$ cat src/rtl/board_move_sequencer.sv
// board_move_sequencer: chess board state owner with read-check-write move sequencing, overlay mask and flash timing
module board_move_sequencer #(
  parameter int FLASH_COUNT = 25_000_000
) (
  input  logic        clock,
  input  logic        resetn,
  input  logic        mv_valid,
  output logic        mv_ready,
  input  logic [5:0]  mv_src,
  input  logic [5:0]  mv_dst,
  input  logic [2:0]  mv_promote,
  input  logic        avail_valid,
  input  logic [63:0] avail_mask,
  input  logic        clear_avail,
  input  logic [5:0]  rd_sq,
  output logic [3:0]  rd_piece,
  output logic        rd_hl,
  output logic        turn,
  output logic        done,
  output logic        err,
  output logic [3:0]  captured
);
  localparam int CW = $clog2(FLASH_COUNT) > 0 ? $clog2(FLASH_COUNT) : 1;
  localparam logic [CW-1:0] FLAST = CW'(FLASH_COUNT - 1);
  localparam logic [2:0] IDLE = 3'd0, RD_SRC = 3'd1, RD_DST = 3'd2, CHECK = 3'd3,
                         WR_DST = 3'd4, WR_SRC = 3'd5, REJECT = 3'd6;
  localparam logic [2:0] BACK [8] = '{3'd4, 3'd3, 3'd2, 3'd6, 3'd5, 3'd2, 3'd3, 3'd4};
  logic [2:0]    state, state_nx;
  logic [3:0]    board [64];
  logic [5:0]    src_q, dst_q;
  logic [2:0]    prom_q;
  logic [3:0]    src_p, dst_p, wr_p;
  logic [63:0]   mask;
  logic          flash, bad, promo;
  logic [CW-1:0] fcnt;
  function automatic logic [3:0] init_sq(input logic [5:0] sq);
    return sq[5:3] == 3'd0 ? {1'b1, BACK[sq[2:0]]} :
           sq[5:3] == 3'd1 ? 4'b1001 :
           sq[5:3] == 3'd6 ? 4'b0001 :
           sq[5:3] == 3'd7 ? {1'b0, BACK[sq[2:0]]} : 4'b0000;
  endfunction
  assign mv_ready = state == IDLE;
  assign done     = state == WR_SRC;
  assign err      = state == REJECT;
  always_comb begin
    bad = src_p[2:0] == 3'd0 || src_p[3] != turn || src_q == dst_q ||
          (dst_p != 4'd0 && dst_p[3] == src_p[3]);
    promo = src_p[2:0] == 3'd1 && dst_q[5:3] == (src_p[3] ? 3'd7 : 3'd0);
    wr_p = promo ? {src_p[3], (prom_q >= 3'd2 && prom_q <= 3'd5) ? prom_q : 3'd5} : src_p;
    state_nx = state == IDLE   ? (mv_valid ? RD_SRC : IDLE) :
               state == RD_SRC ? RD_DST :
               state == RD_DST ? CHECK :
               state == CHECK  ? (bad ? REJECT : WR_DST) :
               state == WR_DST ? WR_SRC : IDLE;
  end
  always_ff @(posedge clock or negedge resetn)
    if (!resetn) begin
      for (int i = 0; i < 64; i++) board[i] <= init_sq(6'(i));
      state    <= IDLE;
      src_q    <= '0;
      dst_q    <= '0;
      prom_q   <= '0;
      src_p    <= '0;
      dst_p    <= '0;
      mask     <= '0;
      flash    <= 1'b0;
      fcnt     <= '0;
      turn     <= 1'b0;
      captured <= '0;
      rd_piece <= '0;
      rd_hl    <= 1'b0;
    end else begin
      state <= state_nx;
      if (mv_valid && mv_ready) begin
        src_q  <= mv_src;
        dst_q  <= mv_dst;
        prom_q <= mv_promote;
      end
      if (state == RD_SRC) src_p <= board[src_q];
      if (state == RD_DST) dst_p <= board[dst_q];
      if (state == WR_DST) begin
        board[dst_q] <= wr_p;
        captured     <= dst_p;
      end
      if (state == WR_SRC) begin
        board[src_q] <= 4'd0;
        turn         <= ~turn;
      end
      mask     <= (state == WR_SRC || clear_avail) ? '0 : avail_valid ? avail_mask : mask;
      fcnt     <= fcnt == FLAST ? '0 : fcnt + 1'b1;
      flash    <= flash ^ (fcnt == FLAST);
      rd_piece <= board[rd_sq];
      rd_hl    <= mask[rd_sq] & flash;
    end
endmodule

$ cat config.mk
export PLATFORM = sky130hd
export DESIGN_NAME = board_move_sequencer
export DESIGN_NICKNAME = d
export VERILOG_FILES = /design/src/rtl/board_move_sequencer.sv
export SDC_FILE = /design/constraint.sdc
export NUM_CORES = 1
export LEC_CHECK = 0
export ABC_CLOCK_PERIOD_IN_PS = 5800
export BUFFER_PORTS_ARGS = -buffer_cell sky130_fd_sc_hd__buf_2
export CAP_MARGIN = 20
export CORE_UTILIZATION = 60
export DETAILED_ROUTE_END_ITERATION = 8
export PLACE_DENSITY = 0.77
export RECOVER_POWER = 50
export SYNTH_ARGS = -nofsm -noshare
export SYNTH_HDL_FRONTEND = slang
export SYNTH_SLANG_ARGS = --single-unit
export TNS_END_PERCENT = 30
$ cat constraint.sdc
create_clock -name clock -period 5.8 [get_ports clock]
set_input_delay 1.16 -clock clock [delete_from_list [all_inputs] [get_ports clock]]
set_output_delay 1.16 -clock clock [all_outputs]
set_load 0.01 [all_outputs]
======== Word level (Yosys, flattened, before mapping) ========
Cells that the tools add are included.
word-level totals
  register bits after elaboration ......... 382
  input bits .............................. 90
  output and inout bits ................... 13
  word-level logic and storage cells ...... 151
operators by class
  add/subtract/negate cells ............... 1
  order comparisons ....................... 8
  equality and inequality tests ........... 12
  muxes and demuxes ....................... 31
  bitwise logic cells ..................... 8
  reductions and logical operators ........ 14
operator list
  operator                                                                number
  256-bit 2-to-1 mux                                                      2
  256-bit AND                                                             1
  256-bit bitwise mux                                                     1
  256-bit NOT                                                             1
  64-bit 2-to-1 mux                                                       2
  4-bit binary-select mux with 6-bit select                               3
  4-bit demux with 6-bit select                                           2
  4-bit 2-to-1 mux                                                        8
  25-bit by 1-bit adder with 25-bit output (second input constant)        1
  25-bit equality test (second input constant)                            1
  25-bit 2-to-1 mux                                                       1
  3-bit 2-to-1 mux                                                        8
  7-bit greater-or-equal comparator (second input constant)               3
  6-bit NOT with 7-bit output                                             3
  7-bit by 1-bit < comparator with 1-bit output (second input constant)   2
  3-bit equality test (second input constant)                             3
  6-bit by 7-bit < comparator with 1-bit output (second input constant)   1
  1-bit binary-select mux with 6-bit select                               1
  3-bit by 1-bit equality test with 1-bit output (second input constant)  2
  3-bit by 2-bit equality test with 1-bit output (second input constant)  2
  6-bit equality test                                                     1
  1-bit logical AND                                                       6
  3-bit zero test                                                         2
  1-bit logical OR                                                        4
  other kinds (12)                                                        13

======== Depth between registers and ports, before layout ========
  word-level depth ........................ 9
  gate-level depth with buffers ........... 10
  gate-level depth less buffers ........... 6

======== Least setup slack after synthesis ========
No wires, ideal clock.
  kind .................................... input port to flip-flop
  start point ............................. input rd_sq[0]
  end point ............................... register rd_piece[0]
  library setup time ...................... 0.135 ns
  data arrival time ....................... 3.002 ns
  data required time ...................... 5.665 ns
  setup slack ............................. 2.663 ns
  stages .................................. 7
  buffers on the path ..................... 2
  cell sequence ........................... clkbuf_1 buf_2 mux4_2 mux4_2 mux2_2 nand2_1 o21ai_0
between the ends
  longest elaborated chain between the ends .. 4
ends and longest elaborated chain
  element                                               RTL line  source
  start, declared                                       15        input logic [5:0] rd_sq,
  6-bit NOT with 7-bit output (implied by the code)     92        rd_piece <= board[rd_sq];
  4-bit binary-select mux with 6-bit select             92
  4-bit 2-to-1 mux (implied by the code) (2 in series)  92
  end signal, assigned                                  92
  end, declared                                         16        output logic [3:0] rd_piece,
No other way between the ends. The select of a mux whose other input is x is not followed.
A chain may end at the register's enable or synchronous reset.

======== Worst setup path after layout ========
  start point ............................. register dst_q[5]
  end point ............................... register board[58] in the netlist's numbering
between the ends
  longest elaborated chain between the ends .. 9
  elaborated cells on any way between the ends .. 13
ends and longest elaborated chain
  element                                                                                                                          RTL line  source
  start, declared                                                                                                                  30        logic [5:0] src_q, dst_q;
  start signal, assigned                                                                                                           76        dst_q <= mv_dst;
  6-bit NOT with 7-bit output (implied by the code)                                                                                82        board[dst_q] <= wr_p;
  7-bit greater-or-equal comparator (implied by the code) / 7-bit by 1-bit < comparator with 1-bit output (equally long branches)  82
  1-bit logical AND (implied by the code)                                                                                          82
  4-bit 2-to-1 mux (implied by the code)                                                                                           82
  4-bit demux with 6-bit select                                                                                                    82
  256-bit bitwise mux *                                                                                                            82
  256-bit 2-to-1 mux *                                                                                                             81        if (state == WR_DST) begin
  256-bit AND (no line)                                                                                                            --
  256-bit 2-to-1 mux *                                                                                                             85        if (state == WR_SRC) begin
  end signal, assigned by index                                                                                                    82
  end, declared                                                                                                                    29        logic [3:0] board [64];
Every way passes the cells marked *; elsewhere a longest branch is shown, timed or not.

==> run_results.csv <==
group,metric,value,unit
power_and_ir_drop,clkPwrFrac,0.225,
routing,dr_wl_met2,33.84,mm
routing,met3_length,11.70,mm
logic_synthesis,netlist_area,23140,µm²
logic_synthesis,synthXorXnorAreaFrac,0.01060,
clock_network,cts_root_buf,"clkbuf_16",
place,dpl_worst_slack,1.812,ns
clock_network,clkTransAtPathRegs,0.06,ns
die,initial_utilization,0.6114,
finish,area_growth_syn_to_layout,8.831,%
logic_synthesis,yosys_warnings,0,
routing,wl_per_cell,29.21,µm
place,dp_hpwl,54.70,mm
place,io_buffers,102,
setup_path,path_class,"flip-flop to flip-flop",
die,core,37840,µm²
logic_synthesis,synthMuxAreaShare,0.2601,
timing,rsz0062_at_grt,"false",
run_status,violations,"max-capacitance violations, max-slew violations",
logic_synthesis,yosys-top-cells-area,"dfrtp_1 35%, mux4_2 15%, mux2i_1 9.6%, dfstp_2 6.4%, nor2_1 6.1%",
logic_synthesis,synth-compound-area-share,0.1525,
logic_synthesis,synthCells,2193,
hold_path,hp-class,"flip-flop to flip-flop",
timing,period_needed,3.727,ns
clock_network,cts_buffers,40,
timing,finClkSkew,0.01849,ns
logic_synthesis,ys_top_cells_by_count,"378 x nor2_1, 326 x dfrtp_1, 222 x mux2i_1",
setup_path,crit_path_top_delay_cell,"a31oi_4",
global_routing,grt_pass1_wl,120.5,mm
routing,antenna_left,0,
logic_synthesis,synth_most_common_cell,"nor2_1",
clock_network,cts.sinks,382,
die,die_area,39350,µm²
clock_network,h-tree-depth,2,
logic_synthesis,syn_avg_cell_area,10.55,µm²
clock_network,insertion_delay,0.58,ns
clock_network,cts_resized,0,
setup_path,end_kind,"flip-flop",
clock_network,hold_buffers,0,
clock_network,cts_tree,"done",
logic_synthesis,yosys.area_share.simple,0.1243,
timing,hold_viol,0,
global_routing,grt_max_degree,135,
routing,drc,0,
die,die_x,198.4,µm
timing,relSlewSlack,-0.9889,
timing,drv_slew,177,
power_and_ir_drop,power_density,469.5,nW/µm²
finish,final_nets,2297,
setup_path,start_kind,"flip-flop",
routing,highest_layer,"met5",
setup_path,path_buf_inv,1,
finish,drive_gt1_frac,0.2330,
routing,wl_met1,30.56,mm
routing,viasPerCell,7.206,
setup_path,worstPathCellList,"or3_1 > mux2_2 > nor3_4 > a31oi_4 > buf_4 > a211oi_1",
die,dieHeight,198.4,µm
timing,setup_ws,2.073,ns
logic_synthesis,synth_top_family_by_area,"multiplexers",
finish,diodes,0,
die,rows,71,
power_and_ir_drop,pwr-share-comb,0.380,
clock_network,clk_path_buf_depth,3,
logic_synthesis,synth_top_area_share,0.3526,
power_and_ir_drop,p_sw,5.033,mW
power_and_ir_drop,seq_power_share,0.395,
clock_network,cts_setup_buffers,0,
logic_synthesis,synth_seq_area_share,0.4162,
routing,dr.pass1.iters,8,
global_routing,grt_pass1_vias,18860,
power_and_ir_drop,switching_share,0.4257,
power_and_ir_drop,power,11.82,mW
power_and_ir_drop,ir_drop,0.3348,mV
routing,routed_wirelength,80.23,mm
setup_path,critical-path-top-delay-family,"compound AO/OA/AOI/OAI gates",
setup_path,required,6.22,ns
routing,num_vias,19800,
timing,tightestPinTransition,2.983,ns
setup_path,cp.arrival,4.15,ns
logic_synthesis,synthArstFlopShare,1.000,
global_routing,grtUsageTotal,0.4182,
global_routing,grt_overflow,0,
timing,period_share,0.6426,
setup_path,r2r_setup_slack,2.07,ns
logic_synthesis,synth.ff_latch_count,382,
timing,setup_viol,0,
setup_path,cp_max_fo,36,
logic_synthesis,synth-adder-area-share,0.0005408,
power_and_ir_drop,power.leakage,10.11,nW
logic_synthesis,synth_edf_count,0,
timing,fmaxAchievable,268.3,MHz
place,place.gp.congestion,1.033,
run,drv_cap,2,
routing,drt_iter0_markers,2688,
global_routing,grt_antenna_before_repair,3,
finish,num-fill-cells,2886,
timing,finalSetupTns,0,ns
logic_synthesis,ys.flop_type,"dfrtp_1",
die,ios,103,
power_and_ir_drop,p_int,6.789,mW
logic_synthesis,yosys.area.top_type,"dfrtp_1",
logic_synthesis,synth_fp_nets,2284,
setup_path,critical-path-max-stage-delay,0.91,ns
logic_synthesis,synth_cell_types,62,
run_status,status,"complete, but fails checks",
## cells by family (layout without fill, tap and decap cells)
kind of cell,after synthesis,count (layout)
compound gates,508,508
xor+xnor,28,28
fa+ha+maj,1,1
buf+inv,176,219
flops,382,382
mux,407,407
simple gates,691,691
## worst paths after layout
path | from | endpoint | depth (start not counted)
worst min-delay path | fcnt[4] | fcnt[4] | 1
max in group asynchronous | resetn | src_p[3] | 1
worst min register to register | fcnt[4] | fcnt[4] | 1
min in group asynchronous | resetn | board[81] | 1
worst max register to register | dst_q[5] | board[58] | 6
worst max-delay path | dst_q[5] | board[58] | 6
## flip-flops by register name, indices dropped and copies added (netlist names), 3 cells and up
register / flops
board: 256
captured: 4
dst_p: 4
dst_q: 6
fcnt: 25
mask: 64
prom_q: 3
rd_piece: 4
src_p: 4
src_q: 6
state: 3
## stage by stage
step	instance area (µm²)	util	hold slack, ns	std cells
global route	25180	0.6653	0.4824	2747
finish	25180	0.6653	0.4670	2747
floorplan	23140	-	0.4380	2193
global placement	23820	0.6295	0.4549	2673
CTS	25160	0.6648	0.4703	2745
detailed placement	23820	0.6295	0.4589	2673
## placed cells by master, fill, tap and decap left out, drive strengths merged, types with 3 or more instances in the layout
cell     netlist  final
a22oi         37     37
mux4         152    152
inv            8      9
nor3b          3      3
nand3         42     42
or3            5      5
or3b           3      3
mux2i        222    222
and3           7      7
a211oi       129    129
xor2          13     13
nor2b         14     14
o21ai        135    135
o211ai         4      4
xnor2         15     15
mux2          33     33
buf           72    136
o22ai          7      7
nand3b         6      6
a221oi         9      9
and2           8      8
nor3          12     12
a31oi          8      8
clkbuf        96     64
nand2        190    190
dfrtp        326    326
clkinv         0      8
o32a           7      7
dfstp         56     56
nand4         13     13
o2bb2ai        3      3
nor2         379    379
nand2b         4      4
a21oi        143    143
nor4           3      3
a22o           7      7
## power by group through the flow
stage	Combinational [mW]	Clock [mW]	Sequential, mW
after floorplan	3.55	0	3.81
after global placement	4.24	0	4.60
after detailed placement	4.33	0	4.60
after CTS	4.35	2.66	4.57
after global routing	4.69	2.76	4.70
final	4.49	2.66	4.67
## cell type report
type,count,area (µm²),share of cell area
multi-input combinational,1635,12680,0.5038
sequential,382,9648,0.3832
clock inverter,11,123.9,0.004920
timing repair buffer,139,840.8,0.03339
inverter,8,30.03,0.001193
tap,511,639.4,0.02539
clock buffer,61,1212,0.04815
## routing by layer
layer,vias to the layer above,global-route usage
met5,-,0
met4,4,0.1961
met3,298,0.1426
met2,1534,0.5814
met1,9825,0.5873
li1,8134,-
## worst register-to-register path, cell delays in order (launching register included)
cell,delay [ns]
dfrtp_1,0.58
or3_1,0.79
mux2_2,0.34
nor3_4,0.07
a31oi_4,0.91
buf_4,0.65
a211oi_1,0.24
Power figures use the tool's default switching activity.
